File: src/rtl/ewrapper_link_tx_arb_pkg.sv
// ewrapper_link_tx_arb_pkg: shared FSM encoding, emesh constants and transaction struct
package ewrapper_link_tx_arb_pkg;
  localparam logic [1:0] ST_IDLE = 2'd0;
  localparam logic [1:0] ST_LOCK_A = 2'd1;
  localparam logic [1:0] ST_LOCK_B = 2'd2;
  localparam logic [1:0] DM_DOUBLE = 2'b11;
  localparam logic [31:0] ADDR_STRIDE = 32'd8;
  typedef struct packed {
    logic        write;
    logic [1:0]  datamode;
    logic [3:0]  ctrlmode;
    logic [31:0] dstaddr;
    logic [31:0] srcaddr;
    logic [31:0] data;
  } emesh_txn_t;
endpackage

File: src/rtl/ewrapper_rr_arb2.sv
// ewrapper_rr_arb2: two-input round-robin grant with registered last-grant pointer
module ewrapper_rr_arb2 (
  input  logic       clk,
  input  logic       reset_n,
  input  logic [1:0] req,
  output logic [1:0] gnt
);
  logic last_b;
  assign gnt[0] = req[0] & (~req[1] | last_b);
  assign gnt[1] = req[1] & (~req[0] | ~last_b);
  always_ff @(posedge clk or negedge reset_n)
    if (!reset_n) last_b <= 1'b1;
    else if (|gnt) last_b <= gnt[1];
endmodule

File: src/rtl/ewrapper_link_tx_arb.sv
// ewrapper_link_tx_arb: merges two emesh requesters onto the link transmitter with
// round-robin arbitration and optional burst lock for sequential double writes
module ewrapper_link_tx_arb
  import ewrapper_link_tx_arb_pkg::*;
#(
  parameter int MAX_BURST = 8
) (
  input  logic        clk,
  input  logic        reset_n,
  input  logic        a_access,
  input  logic        a_write,
  input  logic [1:0]  a_datamode,
  input  logic [3:0]  a_ctrlmode,
  input  logic [31:0] a_dstaddr,
  input  logic [31:0] a_srcaddr,
  input  logic [31:0] a_data,
  input  logic        b_access,
  input  logic        b_write,
  input  logic [1:0]  b_datamode,
  input  logic [3:0]  b_ctrlmode,
  input  logic [31:0] b_dstaddr,
  input  logic [31:0] b_srcaddr,
  input  logic [31:0] b_data,
  output logic        a_wr_wait,
  output logic        a_rd_wait,
  output logic        b_wr_wait,
  output logic        b_rd_wait,
  output logic        emesh_access_outb,
  output logic        emesh_write_outb,
  output logic [1:0]  emesh_datamode_outb,
  output logic [3:0]  emesh_ctrlmode_outb,
  output logic [31:0] emesh_dstaddr_outb,
  output logic [31:0] emesh_srcaddr_outb,
  output logic [31:0] emesh_data_outb,
  input  logic        emesh_wr_wait_inb,
  input  logic        emesh_rd_wait_inb,
  input  logic        burst_en
);
  emesh_txn_t a_txn, b_txn, sel_txn, lock_txn, out_q;
  logic [1:0] state, state_nxt, req, gnt;
  logic [3:0] cnt, cnt_nxt;
  logic a_elig, b_elig, locked, lock_b, lock_acc, lock_elig, lock_blk, lock_exit, open, acc, enter;
  assign a_txn = {a_write, a_datamode, a_ctrlmode, a_dstaddr, a_srcaddr, a_data};
  assign b_txn = {b_write, b_datamode, b_ctrlmode, b_dstaddr, b_srcaddr, b_data};
  assign a_elig = a_access & ~(a_write ? emesh_wr_wait_inb : emesh_rd_wait_inb);
  assign b_elig = b_access & ~(b_write ? emesh_wr_wait_inb : emesh_rd_wait_inb);
  assign locked = state != ST_IDLE;
  assign lock_b = state == ST_LOCK_B;
  assign lock_acc = lock_b ? b_access : a_access;
  assign lock_elig = lock_b ? b_elig : a_elig;
  assign lock_txn = lock_b ? b_txn : a_txn;
  // a downstream stall freezes the lock; otherwise any break releases it this same cycle
  assign lock_blk = lock_acc & ~lock_elig;
  assign lock_exit = locked & ~lock_blk & ((cnt == 4'(MAX_BURST - 1)) | ~lock_acc | ~lock_txn.write |
                     (lock_txn.dstaddr != out_q.dstaddr + ADDR_STRIDE) | ~burst_en);
  assign open = ~locked | lock_exit;
  assign req = {b_elig & (open | lock_b), a_elig & (open | state == ST_LOCK_A)} & {2{reset_n}};
  ewrapper_rr_arb2 u_rr (
    .clk     (clk),
    .reset_n (reset_n),
    .req     (req),
    .gnt     (gnt)
  );
  assign acc = |gnt;
  assign sel_txn = gnt[1] ? b_txn : a_txn;
  assign enter = acc & burst_en & sel_txn.write & (sel_txn.datamode == DM_DOUBLE);
  assign state_nxt = open ? (enter ? (gnt[1] ? ST_LOCK_B : ST_LOCK_A) : ST_IDLE) : state;
  assign cnt_nxt = open ? 4'd0 : cnt + {3'd0, acc};
  assign a_wr_wait = ~gnt[0] | emesh_wr_wait_inb;
  assign a_rd_wait = ~gnt[0] | emesh_rd_wait_inb;
  assign b_wr_wait = ~gnt[1] | emesh_wr_wait_inb;
  assign b_rd_wait = ~gnt[1] | emesh_rd_wait_inb;
  always_ff @(posedge clk or negedge reset_n)
    if (!reset_n) begin
      state <= ST_IDLE;
      cnt <= 4'd0;
      emesh_access_outb <= 1'b0;
      out_q <= '0;
    end else begin
      state <= state_nxt;
      cnt <= cnt_nxt;
      emesh_access_outb <= acc;
      if (acc) out_q <= sel_txn;
    end
  assign emesh_write_outb = out_q.write;
  assign emesh_datamode_outb = out_q.datamode;
  assign emesh_ctrlmode_outb = out_q.ctrlmode;
  assign emesh_dstaddr_outb = out_q.dstaddr;
  assign emesh_srcaddr_outb = out_q.srcaddr;
  assign emesh_data_outb = out_q.data;
endmodule

File: config.mk
export PLATFORM = sky130hd
export DESIGN_NAME = ewrapper_link_tx_arb
export DESIGN_NICKNAME = d
export VERILOG_FILES = /design/src/rtl/ewrapper_link_tx_arb_pkg.sv /design/src/rtl/ewrapper_rr_arb2.sv /design/src/rtl/ewrapper_link_tx_arb.sv
export SDC_FILE = /design/constraint.sdc
export NUM_CORES = 1
export LEC_CHECK = 0
export BUFFER_PORTS_ARGS = -buffer_cell sky130_fd_sc_hd__buf_2
export CAP_MARGIN = 20
export CORE_MARGIN = 4
export CORE_UTILIZATION = 30
export DETAILED_ROUTE_END_ITERATION = 8
export HOLD_SLACK_MARGIN = 0.15
export PLACE_DENSITY = 0.64
export SETUP_SLACK_MARGIN = 0.15
export SLEW_MARGIN = 15
export SYNTH_ARGS = -nofsm -noshare
export SYNTH_HDL_FRONTEND = slang
export SYNTH_SLANG_ARGS = --single-unit
File: constraint.sdc
create_clock -name clk -period 5.6 [get_ports clk]
set_clock_uncertainty 0.05 [all_clocks]
set_input_delay 0.28 -clock clk [delete_from_list [all_inputs] [get_ports clk]]
set_output_delay 0.28 -clock clk [all_outputs]
set_load 0.02 [all_outputs]
==> summary.txt <==
Min path
  • Hold_sp: a_dstaddr[2]
  • Worst Hold End: emesh_dstaddr_outb[2]
  • Hold Path Stages: 2
  • Worst min path class: input port to register

Critical path
  • Worst R2R Setup Slack: 410 ps
  • Worst R2R Path Depth: 12
  • CP Data Required Time: about 5900 ps
  • Crit path buffers/inverters: 2
  • Levels on crit path: 12
  • CP Capture Type: register
  • Reg-to-reg critical path endpoint: emesh_data_outb[7]
  • FF-to-FF Start: emesh_dstaddr_outb[3]
  • CP max-delay cell: a21boi_4
  • WP data arrival: 5430 ps
  • Max FO, Critical Path: 53
  • Kind of critical path: register to register
  • CP Launch Point: emesh_dstaddr_outb[3]
  • Family with the most delay on the worst path: simple AND/OR/NAND/NOR gates
  • Slowest stage delay, CP: 590 ps
  • CP cell instances: ha_1 -> xor2_1 -> or4_1 -> a221oi_1 -> or4b_1 -> nor4_2 -> nand4_1 -> o21a_4 -> a21boi_4 -> buf_12 -> a221o_1 -> dlygate4sd3_1
  • Startpoint types: register

Run
  • Max Cap Violations: 0

Synth
  • Yosys warnings: 0
  • Post-synth net total: 821
  • Async SR Flop Fraction: 100%
  • Top area cells in the synthesized netlist: dfrtp_1, a221o_1, nor3b_1
  • Synth top area share: 42.3%
  • Post-synth EDFFs: 0
  • Syn_area_per_cell: 10.7 µm²
  • Seq/Total Area, Yosys: 42.8%
  • Synth top cells by count: dfrtp_1, a221o_1, nor3b_1
  • Register bit total from synthesis: 111
  • Netlist cell types: 55
  • Most common cell in the synthesized netlist: dfrtp_1
  • Cell Area, Synth: 6500 µm²
  • Cells after Synth: slightly above 600
  • Synth area leader: dfrtp_1
  • Top_reg_cell synth: dfrtp_1

Timing
  • Worst slew pin tran: 890 ps
  • F_max: 193 MHz
  • Setup_tns: 0 ps
  • Setup Viol. Count Final: 0
  • Max-slew violations: 0
  • RSZ-0062 raised after global routing: no
  • Worst relative slew slack: 40.6%
  • Tmin final: 5190 ps
  • Final Cycle Share: 92.6%
  • Final Hold Vio Count: 0

CTS
  • Number of CTS-inserted buffers: 9
  • Clock Latency Late Sink: 360 ps
  • Max Root-Sink Buffers: 2
  • Clock transition at path regs: roughly 80 ps
  • # Post-CTS Setup Buffers: 0
  • CTS sink cnt: 111
  • H-tree depth: 3
  • TritonCTS clock tree: built
  • CTS root buf: clkbuf_16

Place
  • Detailed placement HPWL: 16900 µm
  • Routability cong.: between 0.8 and 0.9
  • Buffers on Ports: 320

Die
  • Rows: 53
  • Initial Utilization: 30.7%
  • Die width: around 160 µm
  • Die ar.: 24100 µm²
  • Die height: 155 µm
  • I/O pins: 321
  • Core Box Area: roughly 21000 µm²

Detailed routing
  • Vias per inst: 5.23
  • Routed length per placed instance: 18.8 µm
  • Iter 0 DRT Violations: approximately 310
  • Routed Antenna Nets: 0
  • DRC viols: 0
  • Pre-antenna DRT Iters: 5
  • Via count: between 7000 and 8000
  • Drt total wl: 25900 µm

Final layout
  • Share of cells above drive strength 1: 32.4%
  • P&R area growth vs syn: 64.9%
  • Fillers: 1918
  • Net count, final: 1316

Global route
  • Vias in the first global route: about 7800
  • Gr ovfl total: 0
  • Largest net degree at the start of global routing: 76
  • Gr usage total: 20.8%
  • Wire length of the first global-routing pass: approximately 41000 µm
  • Initial antenna violation count: 3

Status
  • Status: complete, no violations

Pwr
  • Total power draw: 3.08 mW
  • VDD IR max: between 0.15 and 0.2 mV
  • Pwr dens: 288 nW/µm²
  • P_leak: just over 5 nW
[kinds of logic (layout without fill, tap and decap cells)]
group	after synthesis	after routing	share of synthesized area, %
compound gates	146	146	20.5
xor+xnor	45	45	6.06
fa+ha+maj	3	3	0.578
buf+inv	58	558	4.25
flops	111	111	42.8
mux	32	32	4.95
other cells	0	1	0
simple gates	210	210	20.9
[sequential cells by signal, indices dropped and copies added (netlist names)]
| name | count |
|---|---|
| emesh_dstaddr_outb | 32 |
| emesh_ctrlmode_outb | 4 |
| cnt | 4 |
| u_rr.last_b | 1 |
| state | 2 |
| emesh_datamode_outb | 2 |
| emesh_access_outb | 1 |
| emesh_data_outb | 32 |
| emesh_write_outb | 1 |
| emesh_srcaddr_outb | 32 |
[metal layers]
layer	share of wire, %	GRT usage, %	wire length, µm	vias up
li1	-	-	-	3366
met1	42	26.2	10800	3500
met2	49	35.5	12700	306
met3	6.3	3.87	1640	52
met4	2.8	8.42	738	4
met5	0.081	0	21	-
[worst max-delay path by stage]
stage                     slack, ps                      to
after global routing            190     emesh_data_outb[13]
after detailed placement       1010  emesh_dstaddr_outb[13]
after global placement         1030  emesh_dstaddr_outb[21]
final                           410      emesh_data_outb[7]
after CTS                       440  emesh_dstaddr_outb[13]
after floorplan                1420                  cnt[2]
[metrics by stage]
stage                     util (%)  area, µm²  cells  hold slack, ps  worst slack, ps
after floorplan                  -       6500    605           -65.6             1420
after global placement        39.6       8380   1162             343             1030
after detailed placement      39.6       8380   1162             340             1010
after CTS                     50.6      10700   1380             153              444
after global routing          50.7      10700   1381             171              187
final                         50.7      10700   1381             176              413
[timing repair]
item	CTS	global route
hold buffers	202	0
hold endpoints to repair	149	0
setup endpoints to repair	0	1
resized for setup	0	1
[final cells by class]
class	instances	area (µm²)	area share [%]
diodes	1	2.50	0.0234
clock buffers	11	253	2.36
clock inverters	5	56.3	0.525
inverters	8	30.0	0.280
multi-input cells	436	3490	32.5
flip-flops and latches	111	2780	25.9
well taps	275	344	3.21
repair buffers	534	3770	35.1
[worst reg2reg max path, cell delays in order, from the launching register on]
cell           delay [ps]
dfrtp_1               460
ha_1                  370
xor2_1                160
or4_1                 480
a221oi_1              280
or4b_1                520
nor4_2                310
nand4_1               260
o21a_4                450
a21boi_4              610
buf_12                350
a221o_1               260
dlygate4sd3_1         570
[placed cells by master (no fill, tap or decap), types with 3 or more instances in the layout]
cell type | netlist | routed
buf_2 | 23 | 319
dlygate4sd3_1 | 0 | 202
dfrtp_1 | 110 | 110
a221o_1 | 101 | 101
nor3b_1 | 98 | 98
mux2i_1 | 31 | 31
xnor2_1 | 31 | 31
nand3_1 | 21 | 21
nand2_1 | 15 | 15
xor2_1 | 14 | 14
and3_1 | 12 | 12
nor3_1 | 11 | 10
nor2_1 | 11 | 10
and2_1 | 10 | 10
nand4_1 | 9 | 9
clkbuf_16 | 0 | 9
buf_4 | 6 | 9
inv_1 | 8 | 8
o21ai_0 | 7 | 7
nand2b_1 | 6 | 5
a31oi_1 | 5 | 5
or3_1 | 4 | 4
a21oi_1 | 5 | 4
buf_12 | 0 | 4
and4_1 | 3 | 3
a211oi_1 | 3 | 3
ha_1 | 3 | 3
[report_power, final]
part	internal, mW	switching (mW)
Combinational	0.682	0.626
Clock	0.340	0.335
Sequential	0.965	0.134
Total	1.99	1.09
No activity file was read; power rests on OpenSTA's default activity.
